$ cat config.mk
export PLATFORM = sky130hd
export DESIGN_NAME = reg_scoreboard
export DESIGN_NICKNAME = d
export VERILOG_FILES = /design/src/rtl/reg_scoreboard.sv
export SDC_FILE = /design/constraint.sdc
export NUM_CORES = 1
export LEC_CHECK = 0
export ABC_AREA = 1
export CORE_MARGIN = 1
export CORE_UTILIZATION = 57
export DETAILED_ROUTE_END_ITERATION = 8
export MAX_ROUTING_LAYER = met4
export PLACE_DENSITY = 0.82
export SLEW_MARGIN = 25
export SYNTH_ARGS = -nofsm -noshare
export SYNTH_HDL_FRONTEND = slang
export SYNTH_SLANG_ARGS = --single-unit
$ cat constraint.sdc
create_clock -name clk -period 5.5 [get_ports clk]
set_input_delay 1.375 -clock clk [delete_from_list [all_inputs] [get_ports clk]]
set_output_delay 1.375 -clock clk [all_outputs]
set_load 0.005 [all_outputs]
$ cat src/rtl/reg_scoreboard.sv
// Register-write scoreboard: tracks in-flight long-latency writes per tag and
// exposes pending destinations. Optional sticky protocol checker: SCOREBOARD_ERR_CHECK_EN.
module reg_scoreboard #(
    parameter int unsigned NUM_TAGS = 8,
    parameter int unsigned TAG_W    = $clog2(NUM_TAGS),
    parameter int unsigned CNT_W    = $clog2(NUM_TAGS) + 1
) (
    input  logic             clk,
    input  logic             rst,
    input  logic             issue_valid,
    output logic             issue_ready,
    input  logic [4:0]       issue_rd,
    input  logic             issue_reg_write,
    input  logic             issue_spec,
    output logic [TAG_W-1:0] issue_tag,
    input  logic             wb_valid,
    input  logic [TAG_W-1:0] wb_tag,
    input  logic             flush,
    input  logic             spec_resolve,
    input  logic [4:0]       query_rs1,
    input  logic [4:0]       query_rs2,
    output logic             rs1_busy,
    output logic             rs2_busy,
    output logic [31:0]      reg_write_bitmap,
    output logic [CNT_W-1:0] inflight_count,
    output logic             full,
    output logic             scoreboard_enable,
    output logic             sb_error
);

    typedef enum logic {SB_OFF, SB_ON} sb_state_t;

    sb_state_t state_q, state_d;

    logic [NUM_TAGS-1:0] valid_q;
    logic [NUM_TAGS-1:0] spec_q;
    logic [4:0]          rd_q [NUM_TAGS];
    logic [TAG_W-1:0]    free_tag;
    logic                handshake;
    logic                alloc;

    always_ff @(posedge clk) begin
        if (rst) state_q <= SB_OFF;
        else     state_q <= state_d;
    end

    always_comb begin
        state_d = state_q;
        case (state_q)
            SB_OFF:  state_d = SB_ON;
            SB_ON:   state_d = SB_ON;
            default: state_d = SB_OFF;
        endcase
    end

    always_comb begin
        scoreboard_enable = (state_q == SB_ON);
    end

    // Lowest free index wins: scan downwards so the last hit is the smallest.
    always_comb begin
        free_tag = '0;
        for (int unsigned i = NUM_TAGS; i > 0; i--) begin
            if (!valid_q[i-1]) free_tag = TAG_W'(i - 1);
        end
    end

    always_comb begin
        inflight_count   = '0;
        reg_write_bitmap = '0;
        for (int unsigned i = 0; i < NUM_TAGS; i++) begin
            inflight_count = inflight_count + CNT_W'(valid_q[i]);
            if (valid_q[i]) reg_write_bitmap[rd_q[i]] = 1'b1;
        end
    end

    always_comb begin
        full        = (inflight_count == CNT_W'(NUM_TAGS));
        issue_ready = scoreboard_enable & ~full & ~flush;
        handshake   = issue_valid & issue_ready;
        alloc       = handshake & issue_reg_write & (issue_rd != 5'd0);
        issue_tag   = free_tag;
        rs1_busy    = (query_rs1 != 5'd0) & reg_write_bitmap[query_rs1];
        rs2_busy    = (query_rs2 != 5'd0) & reg_write_bitmap[query_rs2];
    end

    // Order matters: flush beats spec_resolve; allocation targets a free slot so
    // it never collides with the writeback/flush clears of a live slot.
    always_ff @(posedge clk) begin
        if (rst) begin
            valid_q <= '0;
            spec_q  <= '0;
        end else begin
            for (int unsigned i = 0; i < NUM_TAGS; i++) begin
                if (wb_valid && wb_tag == TAG_W'(i) && valid_q[i]) begin
                    valid_q[i] <= 1'b0;
                    spec_q[i]  <= 1'b0;
                end
                if (flush) begin
                    if (spec_q[i]) begin
                        valid_q[i] <= 1'b0;
                        spec_q[i]  <= 1'b0;
                    end
                end else if (spec_resolve) begin
                    spec_q[i] <= 1'b0;
                end
                if (alloc && free_tag == TAG_W'(i)) begin
                    valid_q[i] <= 1'b1;
                    spec_q[i]  <= issue_spec;
                end
            end
        end
    end

    always_ff @(posedge clk) begin
        if (alloc) rd_q[free_tag] <= issue_rd;
    end

`ifdef SCOREBOARD_ERR_CHECK_EN
    logic [NUM_TAGS-1:0] flushed_q;
    logic                err_q;

    // A flushed slot may still see its late writeback; that is legal until reallocated.
    always_ff @(posedge clk) begin
        if (rst) begin
            flushed_q <= '0;
            err_q     <= 1'b0;
        end else begin
            for (int unsigned i = 0; i < NUM_TAGS; i++) begin
                if (alloc && free_tag == TAG_W'(i))
                    flushed_q[i] <= 1'b0;
                else if (flush && valid_q[i] && spec_q[i])
                    flushed_q[i] <= 1'b1;
            end
            if ((wb_valid && !valid_q[wb_tag] && !flushed_q[wb_tag]) ||
                (issue_valid && !scoreboard_enable))
                err_q <= 1'b1;
        end
    end

    always_comb begin
        sb_error = err_q;
    end
`else
    always_comb begin
        sb_error = 1'b0;
    end
`endif

endmodule

# After elaboration in Yosys (flattened, before gate mapping)
# Memories as Yosys holds them, arrays and structs flattened.
# Index checks and enable logic that the tools add are counted.
# totals
in_bits	26
output_inout_bits	45
register_bits	17
ram_bits	40
n_memories	1
wordCells	208
# mem_list
name	depth	word_bits	rd	rd_ports_with_merged_regs	wr	line	source
rd_q	8	5	8	0	1	37	logic [4:0] rd_q [NUM_TAGS];
# op_classes
muxes	111
bitwise_logic	16
reduce_logical	37
n_addsub	7
n_lt_le_gt_ge	18
eq_ne	15
# ops
operator	count
$mux W32	8
$or A32 B32 Y32	7
$mux W1	85
$lt A5 B6 Y1 const B	10
$demux W1 S5	8
$ge A5 B1 Y1 const B	8
$logic_and A1 B1 Y1	32
$eq A3 B3 Y1 const B	8
$mux W3	8
$add A4 B1 Y4	4
$reduce_bool A5 Y1	3
$eq A3 B2 Y1 const B	4
$bmux W1 S5	2
$and A1 B1 Y1	7
$eq A3 B1 Y1 const B	2
$logic_not A3 Y1	2
$add A3 B1 Y4	1
$eq A4 B4 Y1 const B	1
$add A2 B1 Y3	1
$add A1 B1 Y2	1
$not A1 Y1	2

# Logic depth before layout (Yosys ltp)
# An unclocked memory read counts as a cell.
# depth
word_depth	23
ltp_mapped	20

# Worst setup path before layout
# Ideal clock, no wire load.
# synth_path
path_kind	register to output
from	reg valid_q[0]
to	out issue_ready
t_arrival_ns	2.974
t_required_ns	4.125
slack_ns	1.151
path_stages_with_launch	16
path_cell_list	dfxtp_1 > fa_1 > inv_1 > fa_1 > fa_1 > inv_1 > ha_1 > inv_1 > fa_1 > inv_1 > nor2_1 > inv_1 > nor2_1 > nand2_1 > nand3_2 > inv_1
# synth_between
elab_chain_len	11
# synth_rtl
item	line	source
start, declared	35	logic [NUM_TAGS-1:0] valid_q;
start signal, assigned	91	valid_q <= '0;
start signal, assigned by index	96	valid_q[i] <= 1'b0;
start signal, assigned by index	101	valid_q[i] <= 1'b0;
$add A1 B1 Y2	72	inflight_count = inflight_count + CNT_W'(valid_q[i]);
$add A2 B1 Y3	72	
$add A3 B1 Y4	72	
$add A4 B1 Y4 (4 in a row)	72	
via inflight_count[1]	25	output logic [CNT_W-1:0] inflight_count,
$eq A4 B4 Y1	78	full = (inflight_count == CNT_W'(NUM_TAGS));
$not A1 Y1	79	issue_ready = scoreboard_enable & ~full & ~flush;
$and A1 B1 Y1 (2 in a row)	79	
end, declared	11	output logic issue_ready,
# The timed path passes the listed nets, and every way through them passes these cells.

# Final worst setup path
# layout_path
from	reg valid_q[0]
to	out issue_ready
# layout_between
elab_chain_len	11
# layout_rtl
item	line
$add A1 B1 Y2	72
$add A2 B1 Y3	72
$add A3 B1 Y4	72
$add A4 B1 Y4 (4 in a row)	72
$eq A4 B4 Y1	78
$not A1 Y1	79
$and A1 B1 Y1 (2 in a row)	79
# No other way between the ends.

==> results.md <==
* Status: complete, no violations
* Fin. Hold Viols at 0
* First-pass GRT wire length at 32950 um
* Worst hold margin at 489.6 ps
* Worst Path Max Fanout at 5
* Total wire length at 21650 um
* Hold Path Class: register to register
* MaxCap Viol Count at 0
* Row Count at 36
* Largest net degree at the start of global routing at 12
* Least-Margin Pin Slew at 865.2 ps
* R2R cell count at 20
* Worst-Skew Late Latency at 350 ps
* Core Region at 0.009729 sq mm
* Worst Path Class, Setup: register to primary output
* Initial antenna violation count at 0
* Ports at 71
* Area contributors post-synth: nand2_1 32%, edfxtp_1 21%, nor2_1 9.5%
* CP Capture Type: primary output
* Pleak at 3.220 nW
* Chip Width at 102.0 um
* PwrDens at 139.3 mW/mm^2
* Synth Register Bits at 57
* Unique masters post-synth at 37
* CTS clock-pin slew for the worst setup and hold paths at 70 ps
* Arr. time, crit path at 3930 ps
* Vias at 7069
* Post-synth EDFFs at 40
* Synth Instances at 1009
* Most numerous cell in the Yosys netlist: nand2_1
* Post-route ant nets at 0
* Req. time, crit path at 4120 ps
* Die span in y at 102.0 um
* FMAX at 188.5 MHz
* Share of cells above drive strength 1 at 0.08287
* DRC at 0
* Total power draw at 931.8 uW
* Placed wire-length estimate at 17060 um
* Asr flop ratio synth at 0
* Number of CTS-inserted buffers at 9
* CTS tree: done
* Startpoint types: register
* Rel. slew slack at 0.4188
* Total grt overflow at 0
* Peak supply drop at 0.0002234 V
* Post-synthesis sequential area ratio at 0.2704
* Global-route usage over all layers at 0.4460
* N_diodes at 0
* Worst-case clock buffer depth at 2
* Synth warn at 0
* Clock tree sinks at 57
* Syn Nets at 1042
* Vias in the first global route at 6240
* Synth-to-Final Area Change at 17.34%
* Mapped cell area at 0.005702 sq mm
* Final Wtd Congestion at 1.182
* Via density at 5.799
* Share of the synthesized area in the top cell type at 0.3167
* WL/cell at 17.76 um
* H-tree depth at 3
* Syn_area_per_cell at 5.651 sq um
* Most frequent cells after synthesis: 481 x nand2_1, 145 x nor2_1, 92 x inv_1
* Input/output buffers at 69
* FF-to-FF setup slack at 1410 ps
* CTS Root Cell: clkbuf_8
* RR Endpoint: spec_q[6]$_SDFF_PP0_
* Final setup violation count at 0
* Clk_skew at 16.03 ps
* Starting DRT DRC Count at 711
* Setup Buffers After CTS at 0
* Initial Util at 0.5860
* Minimum clock period at 5306 ps
* Critical Path Sink: issue_ready
* Drt first pass iters at 8
* Period utilization at 0.9648
* Number of fill cells at 919
* Placed cells at 1204
* Critical Path Start: valid_q[0]$_SDFF_PP0_
* Nets@finish at 1115
* Top_reg_cell synth: edfxtp_1
* Final cell count without fillers at 1219
* Slew Viols, Final at 0
* Top cell type by total area after synthesis: nand2_1
* Reg-to-Reg Start: valid_q[0]$_SDFF_PP0_
* DIE AREA at 0.01041 sq mm
==> routing by layer <==
metal | global-route usage | part of all wire | vias up | wire length, um
met5 | - | 0 | - | 0
met4 | 0.2846 | 0.069 | 0 | 1497
met3 | 0.1012 | 0.13 | 106 | 2903
met2 | 0.6520 | 0.42 | 562 | 9151
met1 | 0.5542 | 0.37 | 3113 | 8099
li1 | - | - | 3288 | -
==> stage by stage <==
stage / area (sq um) / worst slack [ps] / utilization / TNS [ps]
2_1_floorplan: 5702 / 1151 / - / 0
3_3_place_gp: 6507 / 486.7 / 0.6689 / 0
3_5_place_dp: 6507 / 388.0 / 0.6689 / 0
4_1_cts: 6683 / 85.34 / 0.6869 / 0
5_1_grt: 6690 / -3.097 / 0.6876 / -3.097
6_report: 6690 / 193.7 / 0.6876 / 0
==> worst max-delay path: stages, from the launching register on <==
cell	delay (ps)
dfxtp_1	360
fa_1	540
inv_1	50
fa_1	490
fa_1	400
inv_1	70
ha_1	160
inv_1	60
fa_1	470
inv_1	50
nor2_1	90
inv_1	60
nor2_2	110
nand2_2	90
nand3_2	110
inv_1	50
clkdlybuf4s50_1	430
==> worst min-delay path by stage <==
| stage | from | endpoint | depth (start not counted) |
|---|---|---|---|
| after floorplan | spec_q[1]$_SDFF_PP0_ | spec_q[1]$_SDFF_PP0_ | 2 |
| after global placement | spec_q[3]$_SDFF_PP0_ | spec_q[3]$_SDFF_PP0_ | 2 |
| after detailed placement | spec_q[1]$_SDFF_PP0_ | spec_q[1]$_SDFF_PP0_ | 2 |
| after CTS | spec_q[1]$_SDFF_PP0_ | spec_q[1]$_SDFF_PP0_ | 2 |
| after global routing | spec_q[3]$_SDFF_PP0_ | spec_q[3]$_SDFF_PP0_ | 2 |
| final | spec_q[3]$_SDFF_PP0_ | spec_q[3]$_SDFF_PP0_ | 2 |
==> cells by family after synthesis <==
group / Yosys count / share of synthesized area
AOI/OAI and AO/OA: 65 / 0.06364
xor gates and xnor gates: 1 / 0.001536
adders and majority gates: 7 / 0.02063
buffers and inverters: 110 / 0.07746
DFF: 57 / 0.2704
other: 1 / 0.0006577
and+or+nand+nor: 768 / 0.5657
==> repair_timing <==
action / in CTS / in global routing
resized for setup: 0 / 4
hold buffers: 0 / 0
setup endpoints to repair: 0 / 2
==> registers in the layout (all words and copies together), names as in the netlist <==
signal,count
scoreboard_enable,1
rd_q,40
valid_q,8
spec_q,8
==> power breakdown <==
part	internal (mW)	leakage (nW)	switching, mW	total, mW
Combinational	0.0405	2.63	0.0564	0.0968
Sequential	0.460	0.498	0.00167	0.462
Clock	0.202	0.0910	0.171	0.373
Total	0.703	3.22	0.229	0.932
==> cells in the final DEF (no fill, tap or decap), drive strengths merged <==
cell type	n
nand2	498
nor2	180
inv	101
clkdlybuf4s50	69
nand3	63
edfxtp	40
a21oi	28
o21ai	27
nor3	20
dfxtp	17
clkbuf	10
clkinv	5
fa	4
nand4	3
o211ai	3
o311ai	3
ha	3
a21boi	2
or2	2
a221oi	1
a22oi	1
xnor2	1
and3	1
and2	1
conb	1
bufinv	1
buf	1
==> area by class of cell <==
type	count	area [sq um]	share of cell area
inverter	102	382.9	0.05723
clock inverter	5	47.55	0.007107
clock buffer	10	127.6	0.01908
tap	133	166.4	0.02487
sequential	57	1544	0.2308
multi-input combinational	842	3724	0.5566
timing repair buffer	70	698.2	0.1044
No activity file was read; power rests on OpenSTA's default activity.
